## config.mk

```make
export PLATFORM = sky130hd
export DESIGN_NAME = video_timing_gen_flat
export DESIGN_NICKNAME = d
export VERILOG_FILES = /design/src/rtl/video_timing_if.sv /design/src/rtl/video_timing_gen.sv /design/src/flat_wrapper.sv
export SDC_FILE = /design/constraint.sdc
export NUM_CORES = 1
export LEC_CHECK = 0
export ABC_AREA = 1
export BUFFER_PORTS_ARGS = -buffer_cell sky130_fd_sc_hd__buf_2
export CORE_MARGIN = 5
export CORE_UTILIZATION = 30
export DETAILED_ROUTE_END_ITERATION = 10
export HOLD_SLACK_MARGIN = 0.15
export PLACE_DENSITY = 0.48
export SYNTH_ARGS = -nofsm -noshare
export SYNTH_HDL_FRONTEND = slang
export SYNTH_SLANG_ARGS = --single-unit
export TNS_END_PERCENT = 1
```

## constraint.sdc

```tcl
create_clock -name Clk -period 3.4 [get_ports Clk]
set_clock_uncertainty 0.15 [all_clocks]
set_input_delay 0.17 -clock Clk [delete_from_list [all_inputs] [get_ports Clk]]
set_output_delay 0.17 -clock Clk [all_outputs]
set_load 0.01 [all_outputs]
```

## src/rtl/video_timing_if.sv

```systemverilog
// Raster timing bundle from video_timing_gen to its consumers.
// The generator drives the master side; scalers and DACs take the slave side.
interface video_timing_if #(
    parameter int CW = 10
);
    logic          pix_ce;
    logic          hs;
    logic          vs;
    logic          blank;
    logic [CW-1:0] DrawX;
    logic [CW-1:0] DrawY;
    logic [CW-1:0] PrefX;
    logic [CW-1:0] PrefY;
    logic          sof;
    logic          eol;

    modport master (
        output pix_ce, hs, vs, blank,
        output DrawX, DrawY, PrefX, PrefY,
        output sof, eol
    );

    modport slave (
        input pix_ce, hs, vs, blank,
        input DrawX, DrawY, PrefX, PrefY,
        input sof, eol
    );
endinterface

```

## src/rtl/video_timing_gen.sv

```systemverilog
// Raster timing generator: pixel tick, lead H/V counters and a
// LOOKAHEAD-deep pipeline so fetch addresses lead the presented pixel.
module video_timing_gen #(
    parameter int H_ACTIVE  = 640,
    parameter int H_FP      = 16,
    parameter int H_SYNC    = 96,
    parameter int H_BP      = 48,
    parameter int V_ACTIVE  = 480,
    parameter int V_FP      = 10,
    parameter int V_SYNC    = 2,
    parameter int V_BP      = 33,
    parameter int HS_POL    = 0,
    parameter int VS_POL    = 0,
    parameter int CLK_DIV   = 2,
    parameter int LOOKAHEAD = 2,
    parameter int CW        = 10
) (
    input  logic Clk,
    input  logic Reset,
    input  logic En,
    video_timing_if.master vo
);
    localparam int H_TOTAL = H_ACTIVE + H_FP + H_SYNC + H_BP;
    localparam int V_TOTAL = V_ACTIVE + V_FP + V_SYNC + V_BP;
    localparam int DW = (CLK_DIV > 1) ? $clog2(CLK_DIV) : 1;
    localparam logic HP = (HS_POL != 0);
    localparam logic VP = (VS_POL != 0);

    typedef struct packed {
        logic [CW-1:0] x;
        logic [CW-1:0] y;
        logic          hs;
        logic          vs;
        logic          blank;
        logic          sof;
        logic          eol;
    } pos_t;

    function automatic pos_t rst_pos();
        pos_t p;
        p       = '0;
        p.hs    = ~HP;
        p.vs    = ~VP;
        return p;
    endfunction

    logic [DW-1:0] div_q, div_d;
    logic [CW-1:0] hc_q, hc_d;
    logic [CW-1:0] vc_q, vc_d;
    logic          first_q, first_d;
    logic          sof_q, sof_d;
    logic          eol_q, eol_d;
    logic          pix_ce;
    pos_t          dec;
    pos_t          st_q [LOOKAHEAD];
    pos_t          st_d [LOOKAHEAD];

    assign pix_ce = En & (div_q == DW'(CLK_DIV - 1));

    always_comb begin
        div_d = div_q;
        if (En) begin
            div_d = pix_ce ? '0 : div_q + DW'(1);
        end
    end

    always_comb begin
        hc_d    = hc_q;
        vc_d    = vc_q;
        first_d = first_q;
        if (pix_ce) begin
            if (hc_q == CW'(H_TOTAL - 1)) begin
                hc_d = '0;
                if (vc_q == CW'(V_TOTAL - 1)) begin
                    vc_d    = '0;
                    first_d = 1'b0;
                end else begin
                    vc_d = vc_q + CW'(1);
                end
            end else begin
                hc_d = hc_q + CW'(1);
            end
        end
    end

    // sof is withheld until the lead counters have completed one full
    // frame, so the pipeline fill after reset never shows a start of frame.
    always_comb begin
        dec       = '0;
        dec.x     = hc_q;
        dec.y     = vc_q;
        dec.hs    = ((int'(hc_q) >= H_ACTIVE + H_FP) &&
                     (int'(hc_q) <  H_ACTIVE + H_FP + H_SYNC)) ? HP : ~HP;
        dec.vs    = ((int'(vc_q) >= V_ACTIVE + V_FP) &&
                     (int'(vc_q) <  V_ACTIVE + V_FP + V_SYNC)) ? VP : ~VP;
        dec.blank = (int'(hc_q) < H_ACTIVE) && (int'(vc_q) < V_ACTIVE);
        dec.sof   = (hc_q == '0) && (vc_q == '0) && !first_q;
        dec.eol   = (int'(hc_q) == H_ACTIVE - 1) && (int'(vc_q) < V_ACTIVE);
    end

    always_comb begin
        for (int i = 0; i < LOOKAHEAD; i++) begin
            st_d[i] = st_q[i];
        end
        if (pix_ce) begin
            st_d[0] = dec;
            for (int i = 1; i < LOOKAHEAD; i++) begin
                st_d[i] = st_q[i-1];
            end
        end
        sof_d = pix_ce & st_d[LOOKAHEAD-1].sof;
        eol_d = pix_ce & st_d[LOOKAHEAD-1].eol;
    end

    always_ff @(posedge Clk or posedge Reset) begin
        if (Reset) begin
            div_q   <= '0;
            hc_q    <= '0;
            vc_q    <= '0;
            first_q <= 1'b1;
            sof_q   <= 1'b0;
            eol_q   <= 1'b0;
            for (int i = 0; i < LOOKAHEAD; i++) begin
                st_q[i] <= rst_pos();
            end
        end else begin
            div_q   <= div_d;
            hc_q    <= hc_d;
            vc_q    <= vc_d;
            first_q <= first_d;
            sof_q   <= sof_d;
            eol_q   <= eol_d;
            for (int i = 0; i < LOOKAHEAD; i++) begin
                st_q[i] <= st_d[i];
            end
        end
    end

    assign vo.pix_ce = pix_ce;
    assign vo.PrefX  = hc_q;
    assign vo.PrefY  = vc_q;
    assign vo.DrawX  = st_q[LOOKAHEAD-1].x;
    assign vo.DrawY  = st_q[LOOKAHEAD-1].y;
    assign vo.hs     = st_q[LOOKAHEAD-1].hs;
    assign vo.vs     = st_q[LOOKAHEAD-1].vs;
    assign vo.blank  = st_q[LOOKAHEAD-1].blank;
    assign vo.sof    = sof_q & En;
    assign vo.eol    = eol_q & En;
endmodule

```

## src/flat_wrapper.sv

```systemverilog
// flat-port wrapper written by rule: the top's interface ports become plain ports
module video_timing_gen_flat 
#(
    parameter int H_ACTIVE  = 640,
    parameter int H_FP      = 16,
    parameter int H_SYNC    = 96,
    parameter int H_BP      = 48,
    parameter int V_ACTIVE  = 480,
    parameter int V_FP      = 10,
    parameter int V_SYNC    = 2,
    parameter int V_BP      = 33,
    parameter int HS_POL    = 0,
    parameter int VS_POL    = 0,
    parameter int CLK_DIV   = 2,
    parameter int LOOKAHEAD = 2,
    parameter int CW        = 10
)
  (Clk, Reset, En, vo_pix_ce, vo_hs, vo_vs, vo_blank, vo_DrawX, vo_DrawY, vo_PrefX, vo_PrefY, vo_sof, vo_eol);
  video_timing_if #(.CW(CW)) vo_i ();
  input  logic Clk;
  input  logic Reset;
  input  logic En;
  output wire logic [$bits(vo_i.pix_ce)-1:0] vo_pix_ce;
  output wire logic [$bits(vo_i.hs)-1:0] vo_hs;
  output wire logic [$bits(vo_i.vs)-1:0] vo_vs;
  output wire logic [$bits(vo_i.blank)-1:0] vo_blank;
  output wire logic [$bits(vo_i.DrawX)-1:0] vo_DrawX;
  output wire logic [$bits(vo_i.DrawY)-1:0] vo_DrawY;
  output wire logic [$bits(vo_i.PrefX)-1:0] vo_PrefX;
  output wire logic [$bits(vo_i.PrefY)-1:0] vo_PrefY;
  output wire logic [$bits(vo_i.sof)-1:0] vo_sof;
  output wire logic [$bits(vo_i.eol)-1:0] vo_eol;
  assign vo_pix_ce = vo_i.pix_ce;
  assign vo_hs = vo_i.hs;
  assign vo_vs = vo_i.vs;
  assign vo_blank = vo_i.blank;
  assign vo_DrawX = vo_i.DrawX;
  assign vo_DrawY = vo_i.DrawY;
  assign vo_PrefX = vo_i.PrefX;
  assign vo_PrefY = vo_i.PrefY;
  assign vo_sof = vo_i.sof;
  assign vo_eol = vo_i.eol;
  video_timing_gen #(.H_ACTIVE(H_ACTIVE), .H_FP(H_FP), .H_SYNC(H_SYNC), .H_BP(H_BP), .V_ACTIVE(V_ACTIVE), .V_FP(V_FP), .V_SYNC(V_SYNC), .V_BP(V_BP), .HS_POL(HS_POL), .VS_POL(VS_POL), .CLK_DIV(CLK_DIV), .LOOKAHEAD(LOOKAHEAD), .CW(CW)) u_core (.Clk(Clk), .Reset(Reset), .En(En), .vo(vo_i));
endmodule
```

Word level (Yosys, flattened, before mapping)
Cells that the tools add are included.

Output and inout bits: 46. Flip-flop bits (word level): 74. Memory bits (writable): 0. ROM bits: 0. Input bits: 3. Memories: 0. Latch bits: 0.

$lt $le $gt $ge: 6. Reduce and logical (&&, ||, !) cells: 11. Shifts and indexed selects: 0. Divide/modulo/power cells: 0. Multiplexer cells: 6. Equal/unequal tests: 3. Add/sub/neg operators: 3. Bitwise logic cells: 5. $mul: 0.

Operators with widths (number): $eq A10 B10 Y1 const B (3); $add A10 B1 Y10 const B (2); $logic_not A10 Y1 (2); $lt A10 B10 Y1 const B (2); $lt A10 B9 Y1 const B (2); $mux W10 (2); $ge A10 B10 Y1 const B (1); $ge A10 B9 Y1 const B (1); $logic_and A1 B1 Y1 (6); $and A1 B1 Y1 (5); $mux W1 (3); $reduce_and A3 Y1 (1); $mux W2 (1); $reduce_and A2 Y1 (1); $add A1 B1 Y1 const B (1); $logic_not A1 Y1 (1).

Depth between registers and ports, before layout
Word-level depth: 3. Mapped depth: 7. Depth with buffers taken out: 7.

Worst setup path before layout
No wires, ideal clock.

Kind: register to register. From: register u_core.hc_q[1], in the netlist u_core.vo.PrefX[1]. To: register u_core.vc_q[5], in the netlist u_core.vo.PrefY[5]. Data arrival time: 1.221 ns. Stages on the path, launching flop included: 8. Setup time: 0.120 ns. Path buffers: 1. Slack: 1.909 ns. Cells stage by stage: dfrtp_1 > ha_1 > nand2_2 > nor2_8 > nand4_4 > buf_6 > nor3_2 > nor2_1.

Cells in the longest elaborated chain, start to end: 2.

Ends and longest elaborated chain: start: declaration (line video_timing_gen.sv:48) `logic [CW-1:0] hc_q, hc_d;`; start signal: assignment (line video_timing_gen.sv:118) `hc_q <= '0;`; start signal: assignment (line video_timing_gen.sv:128) `hc_q <= hc_d;`; $eq A10 B10 Y1 (line video_timing_gen.sv:72) `if (hc_q == CW'(H_TOTAL - 1)) begin`; $reduce_and A2 Y1 (no line); end signal: assignment (line video_timing_gen.sv:129) `vc_q <= vc_d;`; end: declaration (line video_timing_gen.sv:49) `logic [CW-1:0] vc_q, vc_d;`.

No other way between the ends. A chain may end at the register's enable or synchronous reset.

Worst setup path after layout
From: input En. To: output vo_pix_ce.

Cells in the longest elaborated chain, start to end: 1.

Ends and longest elaborated chain: start: declaration (line flat_wrapper.sv:22) `input logic En;`; $and A1 B1 Y1 (line video_timing_gen.sv:58) `assign pix_ce = En & (div_q == DW'(CLK_DIV - 1));`; end: declaration (line flat_wrapper.sv:23) `output wire logic [$bits(vo_i.pix_ce)-1:0] vo_pix_ce;`.

No other way between the ends.

==> PnR_summary.wiki <==
{| class="wikitable"
! Metric !! Value
|-
| Top cell type by total area after synthesis || dfrtp_1
|-
| Commonest cells after routing, fill and taps aside || nand2_1, dfrtp_1, buf_2, nor2_1, inv_1
|-
| Growth of design area from synthesis to finish || 11.02%
|-
| DRT iter0 DRCs || 151
|-
| Power density over the cells || 647.3 nW/um^2
|-
| First-pass GRT wire length || 13270 um
|-
| Proportion of layout cells with a drive suffix above 1 || 20.75%
|-
| Final nets || 432
|-
| CTS root buf || clkbuf_16
|-
| Cells resized by post-CTS repair || 0
|-
| RR Startpoint || u_core.div_q
|-
| Worst-Margin Slew || 0.5721 ns
|-
| Via-per-instance ratio || 4.439
|-
| Detail Placement HPWL || 5535 um
|-
| Post-Place Setup Slack || 1.550 ns
|-
| Netlist Area Pre-Place || 3553 sq um
|-
| Placement Cell Area || 3625 sq um
|-
| Worst path cell trace || dlygate4sd3_1 -> buf_2 -> nand2_2 -> inv_4 -> buf_2
|-
| Count of warnings emitted by yosys || 0
|-
| Min cycle time layout || 2.003 ns
|-
| Routed vias || 2539
|-
| Worst setup slack for register-to-register paths || 1.56 ns
|-
| Slew Limit Headroom || 61.81%
|-
| CTS sink cnt || 72
|-
| GRT overflow || 0
|-
| Peak fanout along the critical path || 34
|-
| Commonest non-fill, non-tap cell in the layout || nand2_1
|-
| Synth area leaders || dfrtp_1, nand2_1, buf_4, o21ai_0, dfstp_2
|-
| Type of the most critical hold path || primary input to async pin
|-
| Commonest register cell after synthesis || dfrtp_1
|-
| H-tree levels || 3
|-
| Sequential fraction of the synthesis area || 50.88%
|-
| Diode insertion count for antenna repair || 0
|-
| Number of I/O pins || 49
|-
| Share of the synthesized area in the top cell type || 47.18%
|-
| Post-synth EDFFs || 0
|-
| CP endpoint kind || primary output
|-
| Unrepaired setup endpoints after global routing || no
|-
| Result of the run || finished, final reports clean
|-
| Net count after synthesis || 420
|-
| Worst flop-to-flop path endpoint || u_core.vo.PrefY[6]
|-
| GRT Resource Usage Total || 11.82%
|-
| DRC errors left || 0
|-
| Largest incremental delay on the critical path || 0.52 ns
|-
| Number of antenna violations at the first check in global routing || 0
|-
| Critical Path Most Common Cell || buf_2
|-
| Largest net degree at the start of global routing || 55
|-
| Slowest CP cell || dlygate4sd3_1
|-
| Worst ir drop on vdd || 0.0003103 V
|-
| Die height || 118.8 um
|-
| Standby leakage power || 2.053 nW
|-
| Async set-reset flop share out of synthesis || 100.0%
|-
| Post-synthesis register bit count || 72
|-
| Syn_area_per_cell || 8.625 sq um
|-
| Port Buf Inserts || 48
|-
| Starting utilization of the core area || 30.86%
|-
| Weighted congestion reported at the end of routability-driven placement || 0.8122
|-
| Count of different cell masters after synthesis || 32
|-
| Final instance area || 3945 sq um
|-
| Via count of the first global-routing pass || 2530
|-
| WP data arrival || 1.68 ns
|-
| Hold Violations, Final || 0
|-
| Area of the die || 14120 sq um
|-
| Number of standard cells after synthesis || 412
|-
| Crit share post-route || 58.90%
|-
| Placeable core region || 11520 sq um
|-
| CTS tree || built
|-
| Finished Core Util || 34.26%
|-
| Clock-pin slew of the registers on the worst-case setup and hold paths || 0.06 ns
|-
| Final setup vio count || 0
|-
| Pins Over Slew Limit || 0
|-
| Final TNS setup || 0 ns
|-
| Final wirelength || 7760 um
|-
| Endpoint required time on the critical path || 3.08 ns
|-
| Category of the worst setup path launch point || primary input
|-
| Chip Width || 118.8 um
|-
| Number of buffers on the longest clock path || 2
|-
| Final total power || 0.002554 W
|-
| Startpoint-to-endpoint class of the critical path || primary input to primary output
|-
| 1st-pass router iterations || 4
|-
| Antenna violation net count after detailed routing || 0
|-
| Max Clock Freq || 0.4994 GHz
|-
| Num CTS Buffers || 9
|-
| Rows || 39
|-
| Max-cap viol count || 0
|-
| Final setup margin || 1.397 ns
|-
| Final routed wire length divided by cell count || 13.57 um
|-
| Insertion delay to the later sink of the worst-skew pair || 0.33 ns
|-
| Number of cell instances on the worst register-to-register path || 5
|}
==> worst max-delay path by stage <==
stage                             from                  to  slack (ns)  depth (start not counted)
final                               En           vo_pix_ce        1.40                          5
after global routing                En  u_core.vo.PrefY[6]        1.17                          7
after CTS                           En           vo_pix_ce        1.40                          5
after detailed placement  u_core.div_q  u_core.vo.PrefY[6]        1.55                          5
after global placement    u_core.div_q  u_core.vo.PrefY[6]        1.57                          5
after floorplan                  Reset        u_core.div_q        1.26                          1
==> Yosys cell counts, types with 2 or more instances <==
cell type and count:
o21ai_2 2, o21ai_1 4, nor2_8 2, buf_4 40
o21ai_0 30, nand4_1 8, nor3_1 10, nand3_1 17
nand2_2 4, dfstp_2 5, xor2_1 3, a21oi_1 4
inv_2 4, nor2_1 35, ha_1 5, buf_2 8
o21bai_1 2, inv_1 34, clkbuf_1 2, o22ai_1 2
nor2_4 2, nand2_1 112, dfrtp_1 67, buf_6 2
==> where the power goes <==
group	total (W)	switching [W]	internal, W
logic	0.000477	0.000305	0.000172
registers	0.00112	0.000115	0.00101
clock network	0.000952	0.000347	0.000606
total	0.00255	0.000766	0.00179
==> sequential cells by signal (all words and copies together) (netlist names), 10 cells and up <==
signal	cells
u_core.vo.PrefX	10
u_core.vo.PrefY	10
u_core.st_q	25
u_core.vo.DrawY	10
u_core.vo.DrawX	10
==> critical path, delay by kind of cell <==
kind                   cells  cell delay, ns
buffers and inverters      4            1.25
AND/OR/NAND/NOR            1            0.25
==> kinds of logic after synthesis <==
kind of cell	count (synthesis)	synth area share [%]
AND/OR/NAND/NOR	196	25.18
adder cells (fa/ha/maj)	5	1.761
AO/OA/AOI/OAI	45	6.831
XOR/XNOR	3	0.7396
flip-flops	72	50.88
buffers and inverters	91	14.61
==> cell type report <==
type / count / area (sq um)
timing repair buffer: 53 / 282.8
sequential: 72 / 1808
multi-input combinational: 249 / 1226
clock buffer: 13 / 260.3
inverter: 39 / 148.9
clock inverter: 3 / 40.04
fill: 1233 / 7571
tap: 143 / 178.9
==> through the flow <==
step | hold WS (ns) | cells
after floorplan | 0.1585 | 412
after global routing | 0.3495 | 572
after global placement | 0.1178 | 554
after CTS | 0.3200 | 572
final | 0.3080 | 572
after detailed placement | 0.1129 | 554
==> what timing repair did <==
action / 4_1_cts / 5_1_grt
setup endpoints to repair: 0 / 0
endpoints found under the hold margin: 26 / 0
buffers inserted: 0 / 0
hold buffers: 2 / 0
==> per-layer routing <==
metal | track usage [%] | vias up | part of all wire [%]
li1 | - | 1293 | -
met4 | 5.865 | 0 | 2.3
met3 | 3.460 | 10 | 5.3
met2 | 16.91 | 58 | 42
met1 | 16.31 | 1178 | 50
met5 | 0 | - | 0
Power figures use the tool's default switching activity.
